`config.mk`:
```
export PLATFORM = sky130hd
export DESIGN_NAME = joy_shift_reader
export DESIGN_NICKNAME = d
export VERILOG_FILES = /design/src/rtl/joy_pkg.sv /design/src/rtl/sync_fall.sv /design/src/rtl/joy_shift_reader.sv
export SDC_FILE = /design/constraint.sdc
export NUM_CORES = 1
export LEC_CHECK = 0
export ABC_AREA = 0
export CELL_PAD_IN_SITES_DETAIL_PLACEMENT = 0
export CELL_PAD_IN_SITES_GLOBAL_PLACEMENT = 2
export CORE_MARGIN = 5
export CORE_UTILIZATION = 43
export DETAILED_ROUTE_END_ITERATION = 10
export PLACE_DENSITY_LB_ADDON = 0.1
export SETUP_SLACK_MARGIN = 0.02
export SYNTH_ARGS = -nofsm -noshare
export SYNTH_HDL_FRONTEND = slang
export SYNTH_SLANG_ARGS = --single-unit
```
`constraint.sdc`:
```
create_clock -name clock -period 4.4 [get_ports clock]
set_input_delay 1.32 -clock clock [delete_from_list [all_inputs] [get_ports clock]]
set_output_delay 1.32 -clock clock [all_outputs]
set_load 0.01 [all_outputs]
```
`src/rtl/joy_pkg.sv`:
```
// Shared definitions for the joystick shift-register front end and the downstream mapper.
package joy_pkg;

  typedef enum logic [2:0] {
    ST_IDLE,
    ST_LOAD,
    ST_CKLO,
    ST_CKHI,
    ST_DONE
  } joy_state_t;

  localparam int unsigned JOY_BITS  = 12;
  localparam int unsigned JOY_CHAIN = 24;

  localparam logic [JOY_BITS-1:0] JOY_IDLE = 12'hFFF;

  // Pad word layout MXYZ SACB RLDU, negative logic
  localparam int unsigned JOY_M = 11;
  localparam int unsigned JOY_X = 10;
  localparam int unsigned JOY_Y = 9;
  localparam int unsigned JOY_Z = 8;
  localparam int unsigned JOY_S = 7;
  localparam int unsigned JOY_A = 6;
  localparam int unsigned JOY_C = 5;
  localparam int unsigned JOY_B = 4;
  localparam int unsigned JOY_R = 3;
  localparam int unsigned JOY_L = 2;
  localparam int unsigned JOY_D = 1;
  localparam int unsigned JOY_U = 0;

endpackage

```
`src/rtl/sync_fall.sv`:
```
// Two-flop synchronizer plus falling-edge detector; emits a one-cycle pulse.
module sync_fall #(
  parameter bit RST_VAL = 1'b1
) (
  input  logic clock,
  input  logic reset,
  input  logic async_in,
  output logic pulse_c
);

  logic s1, s2, s3;

  always_ff @(posedge clock or posedge reset) begin
    if (reset) begin
      s1 <= RST_VAL;
      s2 <= RST_VAL;
      s3 <= RST_VAL;
    end else begin
      s1 <= async_in;
      s2 <= s1;
      s3 <= s2;
    end
  end

  assign pulse_c = s3 & ~s2;

endmodule

```
`src/rtl/joy_shift_reader.sv`:
```
// Loads and shifts the external 24-bit PISO chain on each hsync fall and
// publishes two 12-bit negative-logic pad words.
module joy_shift_reader
  import joy_pkg::*;
#(
  parameter int unsigned DIV   = 4,
  parameter int unsigned NBITS = JOY_BITS
) (
  input  logic             clock,
  input  logic             reset,
  input  logic             hsync,
  input  logic             joyD,
  output logic             joyCk,
  output logic             joyLd,
  output logic [NBITS-1:0] joy1_o,
  output logic [NBITS-1:0] joy2_o,
  output logic             valid
);

  localparam int unsigned DW = $clog2(2 * DIV);
  localparam int unsigned CW = 2 * NBITS;

  joy_state_t    state;
  logic [DW-1:0] div;
  logic [4:0]    idx;
  logic [CW-1:0] sreg;
  logic          start_c;
  logic          ld_end_c;
  logic          ck_end_c;

  sync_fall #(.RST_VAL(1'b1)) u_sync (
    .clock   (clock),
    .reset   (reset),
    .async_in(hsync),
    .pulse_c (start_c)
  );

  assign ld_end_c = (div == DW'(2 * DIV - 1));
  assign ck_end_c = (div == DW'(DIV - 1));

  // Scan sequencer; outputs are published on entry to DONE so valid and data coincide
  always_ff @(posedge clock or posedge reset) begin
    if (reset) begin
      state  <= ST_IDLE;
      div    <= '0;
      idx    <= '0;
      sreg   <= '1;
      joyCk  <= 1'b0;
      joyLd  <= 1'b1;
      joy1_o <= NBITS'(JOY_IDLE);
      joy2_o <= NBITS'(JOY_IDLE);
      valid  <= 1'b0;
    end else begin
      valid <= 1'b0;
      div   <= div + DW'(1);
      case (state)
        ST_IDLE: begin
          div <= '0;
          if (start_c) begin
            state <= ST_LOAD;
            joyLd <= 1'b0;
          end
        end
        ST_LOAD: begin
          if (ld_end_c) begin
            state <= ST_CKLO;
            joyLd <= 1'b1;
            div   <= '0;
            idx   <= '0;
          end
        end
        ST_CKLO: begin
          if (ck_end_c) begin
            sreg  <= {sreg[CW-2:0], joyD};
            joyCk <= 1'b1;
            state <= ST_CKHI;
            div   <= '0;
          end
        end
        ST_CKHI: begin
          if (ck_end_c) begin
            joyCk <= 1'b0;
            div   <= '0;
            if (idx == 5'(JOY_CHAIN - 1)) begin
              state  <= ST_DONE;
              joy1_o <= sreg[CW-1:NBITS];
              joy2_o <= sreg[NBITS-1:0];
              valid  <= 1'b1;
            end else begin
              idx   <= idx + 5'd1;
              state <= ST_CKLO;
            end
          end
        end
        ST_DONE: begin
          state <= ST_IDLE;
          div   <= '0;
        end
        default: state <= ST_IDLE;
      endcase
    end
  end

endmodule

```
==> metrics.cfg, run 1 <==
[outcome]
outcome=finished clean

[power_and_ir_drop]
power-per-cell-area_nw_per_um2=431
vdd_drop_max_mv=0.222
power.static_leakage_nw=1.39

[drt]
initialDrtViolationCount=43
route.detailed.vias_per_inst=5.06
route.vias.total=1497
routed_wl_mm=4.63
drt_drc_violations_left=0
wl_per_cell_um=15.6
drtAntennaViolNets=0
drtPass1Iterations=4

[final_layout]
design.final.nets=222
areaGrowthSynthToFinish_pct=19.2
postLayoutCellArea_um2=3310
antenna_cells_inserted=0
final_layout_size_suffix_gt1_share_pct=41.1
final_cell_count_without_fillers=296

[yosys]
synth_compound_gate_area_share_pct=4.55
post_synth_num_cell_types=39
syn-instance-count=180
yosys_most_used_dff=dfstp_2
synth_top_family_by_area=multiplexers
synthXorXnorAreaFrac_pct=0.315
synth_edf_count=0
synthMuxAreaShare_pct=22.4
async_reset_ff_share_pct=100
synth_adder_area_share_pct=1.80
yosys.area_share.simple_pct=6.40
post_synth_instance_area_um2=2780
yosys_register_bits=65
synth_sequential_area_ratio_pct=60.9
synthesis.area_per_instance_um2=15.4
syn-num-nets=188
synth-warning-count=0

[sta]
fin_crit_sh_pct=62.0
fin_setup_tns_ps=0
max_slew_margin_pct=37.8
setup_viol=0
fmax_mhz=367
setup_repair_after_global_routing_missed_its_margin=no
report.final.slew_viol_count=0
period_needed_ps=2730
worstMarginPinSlew_ps=932
skew_ps=8.75
report.final.hold_viol_count=0

[critical_path]
timing.critical_path.fanout_max=2
setup.worst_path.class=flip-flop to output port
critPathSlowestCell=clkdlybuf4s50_1
setup.worst_path.start_class=flip-flop
worstPathArrival_ps=1410
worstPathCellList=clkdlybuf4s50_1
crit_path_end_kind=output port
critical_path_rt_ps=3080
critical_path.max_stage_delay_ps=560
timing.critical_path.max_delay_family=buffers and inverters
cp.buffers_inverters=1

[die]
top_level_ports=31
design.die.area_um2=8170
height_of_the_chip_um=90.4
core.rowCount=29
floorplan.die.width_um=90.4
floorplan.initialDensity_pct=44.0
fp.coreArea_um2=6310

[clock_network]
cts_htree_levels=3
ctsHoldBuffers=0
numCtsBuffers=9
clockRootBuffer=clkbuf_8
postCtsSetupRepairBufs=0
postCtsResizedCells=0
cts.sink_count=65
worstSkewPairLatency_ps=330
clock_tree.buffer_depth=2
cts.clk_slew.worst_paths_ps=70
tritoncts=built

[hold_path]
timing.hold.worst.class=flip-flop to flip-flop

[run]
drv_cap=0

[global_routing]
grt_start_max_net_pins=43
grt_first_pass_wirelength_mm=8.07
grt_overflow=0
grt_pass1_vias=1620
antenna_found_initial=0
grt_use_total_pct=12.4

[placed_design]
gp_routability_congestion=0.740
detailed_place_hpwl_mm=3.03
placed_area_um2=3130
place.detailed.instances=280
io_buffers=30

## logic make-up after synthesis
logic type	Yosys count
AND/OR/NAND/NOR	26
adder cells (fa/ha/maj)	4
buffers and inverters	18
XOR/XNOR	1
AO/OA/AOI/OAI	17
flip-flops	65
multiplexers	49
## path summary, 6_finish.rpt
path	start	to	slack, ps	cells after the start
worst max-delay path	joy1_o[9]	joy1_o[9]	1670	1
worst min-delay path	u_sync.s1	u_sync.s2	360	0
worst max register to register	state[1]	sreg[18]	1990	3
worst min register to register	u_sync.s1	u_sync.s2	360	0
max in group asynchronous	reset	joy2_o[8]	2400	3
min in group asynchronous	reset	valid	1340	2
## state kept, by name, indices dropped and copies added (netlist names)
name and cells:
joy2_o 12, valid 1, joyCk 1, state 3, u_sync.s1 1, sreg 24
joy1_o 12, u_sync.s2 1, joyLd 1, u_sync.s3 1, div 3, idx 5
## cells in the mapped netlist (2+ instances only)
cell type	count	area, um^2
ha_1	4	50.1
buf_6	4	45.0
nor2_1	3	11.3
buf_2	3	15.0
o22ai_1	2	12.5
nor2b_1	2	12.5
mux2_1	29	327
nand3b_1	2	15.0
mux2_4	19	285
dfrtp_1	13	325
inv_2	2	7.51
dfstp_2	52	1370
a21oi_1	2	10.0
nand3_1	4	20.0
nor3_1	2	10.0
inv_1	8	30.0
nand2_1	3	11.3
a211oi_1	2	15.0
nand2b_1	2	12.5
nor3b_1	3	22.5
## through the flow
step	total power [mW]	hold slack (ps)	setup slack (ps)	util [%]
after detailed placement	0.969	347	1970	49.6
final	1.43	357	1670	52.4
after CTS	1.45	358	1640	52.4
after floorplan	0.913	345	1540	-
after global placement	0.951	346	1990	49.6
after global routing	1.51	365	1610	52.4
## per-layer routing
metal  track usage, %  routed length, um  share of wire [%]  up-vias
li1                 -                  -                  -      704
met1             15.9               2160                 47      767
met2             18.4               2170                 47       21
met3             4.50                216                4.7        5
met4             6.33                 80                1.7        0
met5                0                  0                  0        -
## cell type report
class / instances / area [um^2]
well taps: 77 / 96.3
multi-input cells: 97 / 985
flip-flops and latches: 65 / 1690
fillers: 540 / 3000
clock buffers: 12 / 135
repair buffers: 31 / 320
clock inverters: 4 / 45.0
inverters: 10 / 37.5
## where the power goes
group          switching (mW)  internal [mW]
combinational           0.118          0.110
clock                   0.211          0.259
sequential             0.0679          0.660
## cell usage in the layout (no fill, tap or decap), drive strengths merged, types with 2 or more instances in the layout
cell and count:
dfstp 52, mux2 48, clkdlybuf4s50 30, dfrtp 13, clkbuf 12, inv 10
nand3 5, ha 4, nor3b 3, nand2 3, nor2 3, clkinv 3
nor2b 3, nand3b 2, a211oi 2, o22ai 2, nand2b 2, nor3 2
a21oi 2, o21ai 2
Note: power is estimated with default switching activity, not from simulation.
==> run 2, diff against run 1 <==
- CORE_UTILIZATION: 43 -> 40
- clock period: 4.4 -> 2.6 ns (I/O delays scaled with it)
==> metrics.cfg, run 2 (synthesis gave the netlist of run 1 again) <==
[outcome]
outcome=finished clean

[die]
fp.coreArea_um2=6790
height_of_the_chip_um=93.3
top_level_ports=31
floorplan.initialDensity_pct=40.9
core.rowCount=30
floorplan.die.width_um=93.3
design.die.area_um2=8710

[final_layout]
largest_register_ffs=24
most_common_cell_after_layout_fill_and_taps_aside=dfstp_2
nFillCells=580
areaGrowthSynthToFinish_pct=22.1
final_cell_count_without_fillers=317
postLayoutCellArea_um2=3390
fin_util_pct=49.9
antenna_cells_inserted=0
design.final.nets=224
layout_top_registers=sreg x24, joy1_o x12, joy2_o x12
top_register=sreg
final_cell_mix=dfstp_2, clkdlybuf4s50_1, mux2_1
final_layout_size_suffix_gt1_share_pct=41.6

[sta]
worstMarginPinSlew_ps=491
period_needed_ps=2190
report.final.hold_viol_count=0
setup_viol=0
fin_crit_sh_pct=84.2
skew_ps=8.60
setup_repair_after_global_routing_missed_its_margin=no
report.final.slew_viol_count=0
fin_setup_tns_ps=0
max_slew_margin_pct=67.0
fmax_mhz=457

[global_routing]
grt_start_max_net_pins=66
grt_first_pass_wirelength_mm=8.02
grt_overflow=0
grt_use_total_pct=11.9
antenna_found_initial=0
grt_pass1_vias=1585

[critical_path]
worstSetupStartpoint=joy2_o[8]
critical_path.max_stage_delay_ps=550
worstPathCellList=clkdlybuf4s50_1
cp.buffers_inverters=1
setup.worst_path.class=flip-flop to output port
critPathSlowestCell=dfstp_2
worstPathArrival_ps=1410
critical_path_rt_ps=1820
crit_path_end_kind=output port
timing.critical_path.fanout_max=2
timing.critical_path.max_delay_family=flip-flops
setup.worst_path.start_class=flip-flop
worst_r2r_startpoint=div[0]

[clock_network]
numCtsBuffers=9
postCtsResizedCells=0
clock_tree.buffer_depth=2
tritoncts=built
clockRootBuffer=clkbuf_8
cts.sink_count=65
cts_htree_levels=3
ctsHoldBuffers=0
worstSkewPairLatency_ps=320
postCtsSetupRepairBufs=0
cts.clk_slew.worst_paths_ps=70

[drt]
drtAntennaViolNets=0
route.vias.total=1525
drtPass1Iterations=4
drt_drc_violations_left=0
routed_wl_mm=4.70
route.detailed.vias_per_inst=4.81
wl_per_cell_um=14.8
initialDrtViolationCount=31

[run]
drv_cap=0

[placed_design]
placed_area_um2=3180
gp_routability_congestion=0.770
io_buffers=30
place.detailed.instances=301
detailed_place_hpwl_mm=2.99

[hold_path]
timing.hold.worst.class=flip-flop to flip-flop
hp-start=u_sync.s1

[power_and_ir_drop]
power.static_leakage_nw=1.42
power-per-cell-area_nw_per_um2=742
vdd_drop_max_mv=0.308

## run 2: changes by cell type in the layout (fill, tap and decap cells not counted)
cell and change:
clkinv_2 -2, buf_12 +1, buf_4 +1, clkbuf_16 +1
clkbuf_8 +1
## run 2: routing by layer
layer / part of all wire, % / GRT usage (%)
met3: 2.5 / 2.65
met5: 0 / 0
met1: 48 / 16.3
met2: 49 / 17.7
met4: 1.2 / 5.86
## run 2: cell type report
| cell class | instances | area [um^2] | share of cell area (%) |
|---|---|---|---|
| sequential | 65 | 1690 | 49.9 |
| tap | 96 | 120 | 3.54 |
| timing repair buffer | 33 | 348 | 10.3 |
| clock buffer | 14 | 174 | 5.13 |
| clock inverter | 2 | 35.0 | 1.03 |
| multi-input combinational | 97 | 985 | 29.0 |
| inverter | 10 | 37.5 | 1.11 |
## run 2: through the flow
stage               hold slack [ps]  power [mW]  setup slack [ps]
floorplan                       345        1.55               280
global placement                346        1.63               685
detailed placement              347        1.65               622
CTS                             358        2.55               397
global route                    366        2.66               372
finish                          356        2.51               411
## run 2: report_power, final
part	switching, mW	internal (mW)	leakage, nW
Combinational	0.222	0.200	0.609
Sequential	0.0886	1.12	0.702
Clock	0.360	0.528	0.106
Total	0.670	1.84	1.42
## run 2: path summary, 6_finish.rpt
path / end / slack, ps / cells after the start
min in group asynchronous: div[0] / 830 / 3
worst max register to register: joy2_o[11] / 640 / 4
worst max-delay path: joy2_o[8] / 410 / 1
worst min-delay path: u_sync.s2 / 360 / 0
worst min register to register: u_sync.s2 / 360 / 0
max in group asynchronous: joy2_o[6] / 1420 / 3
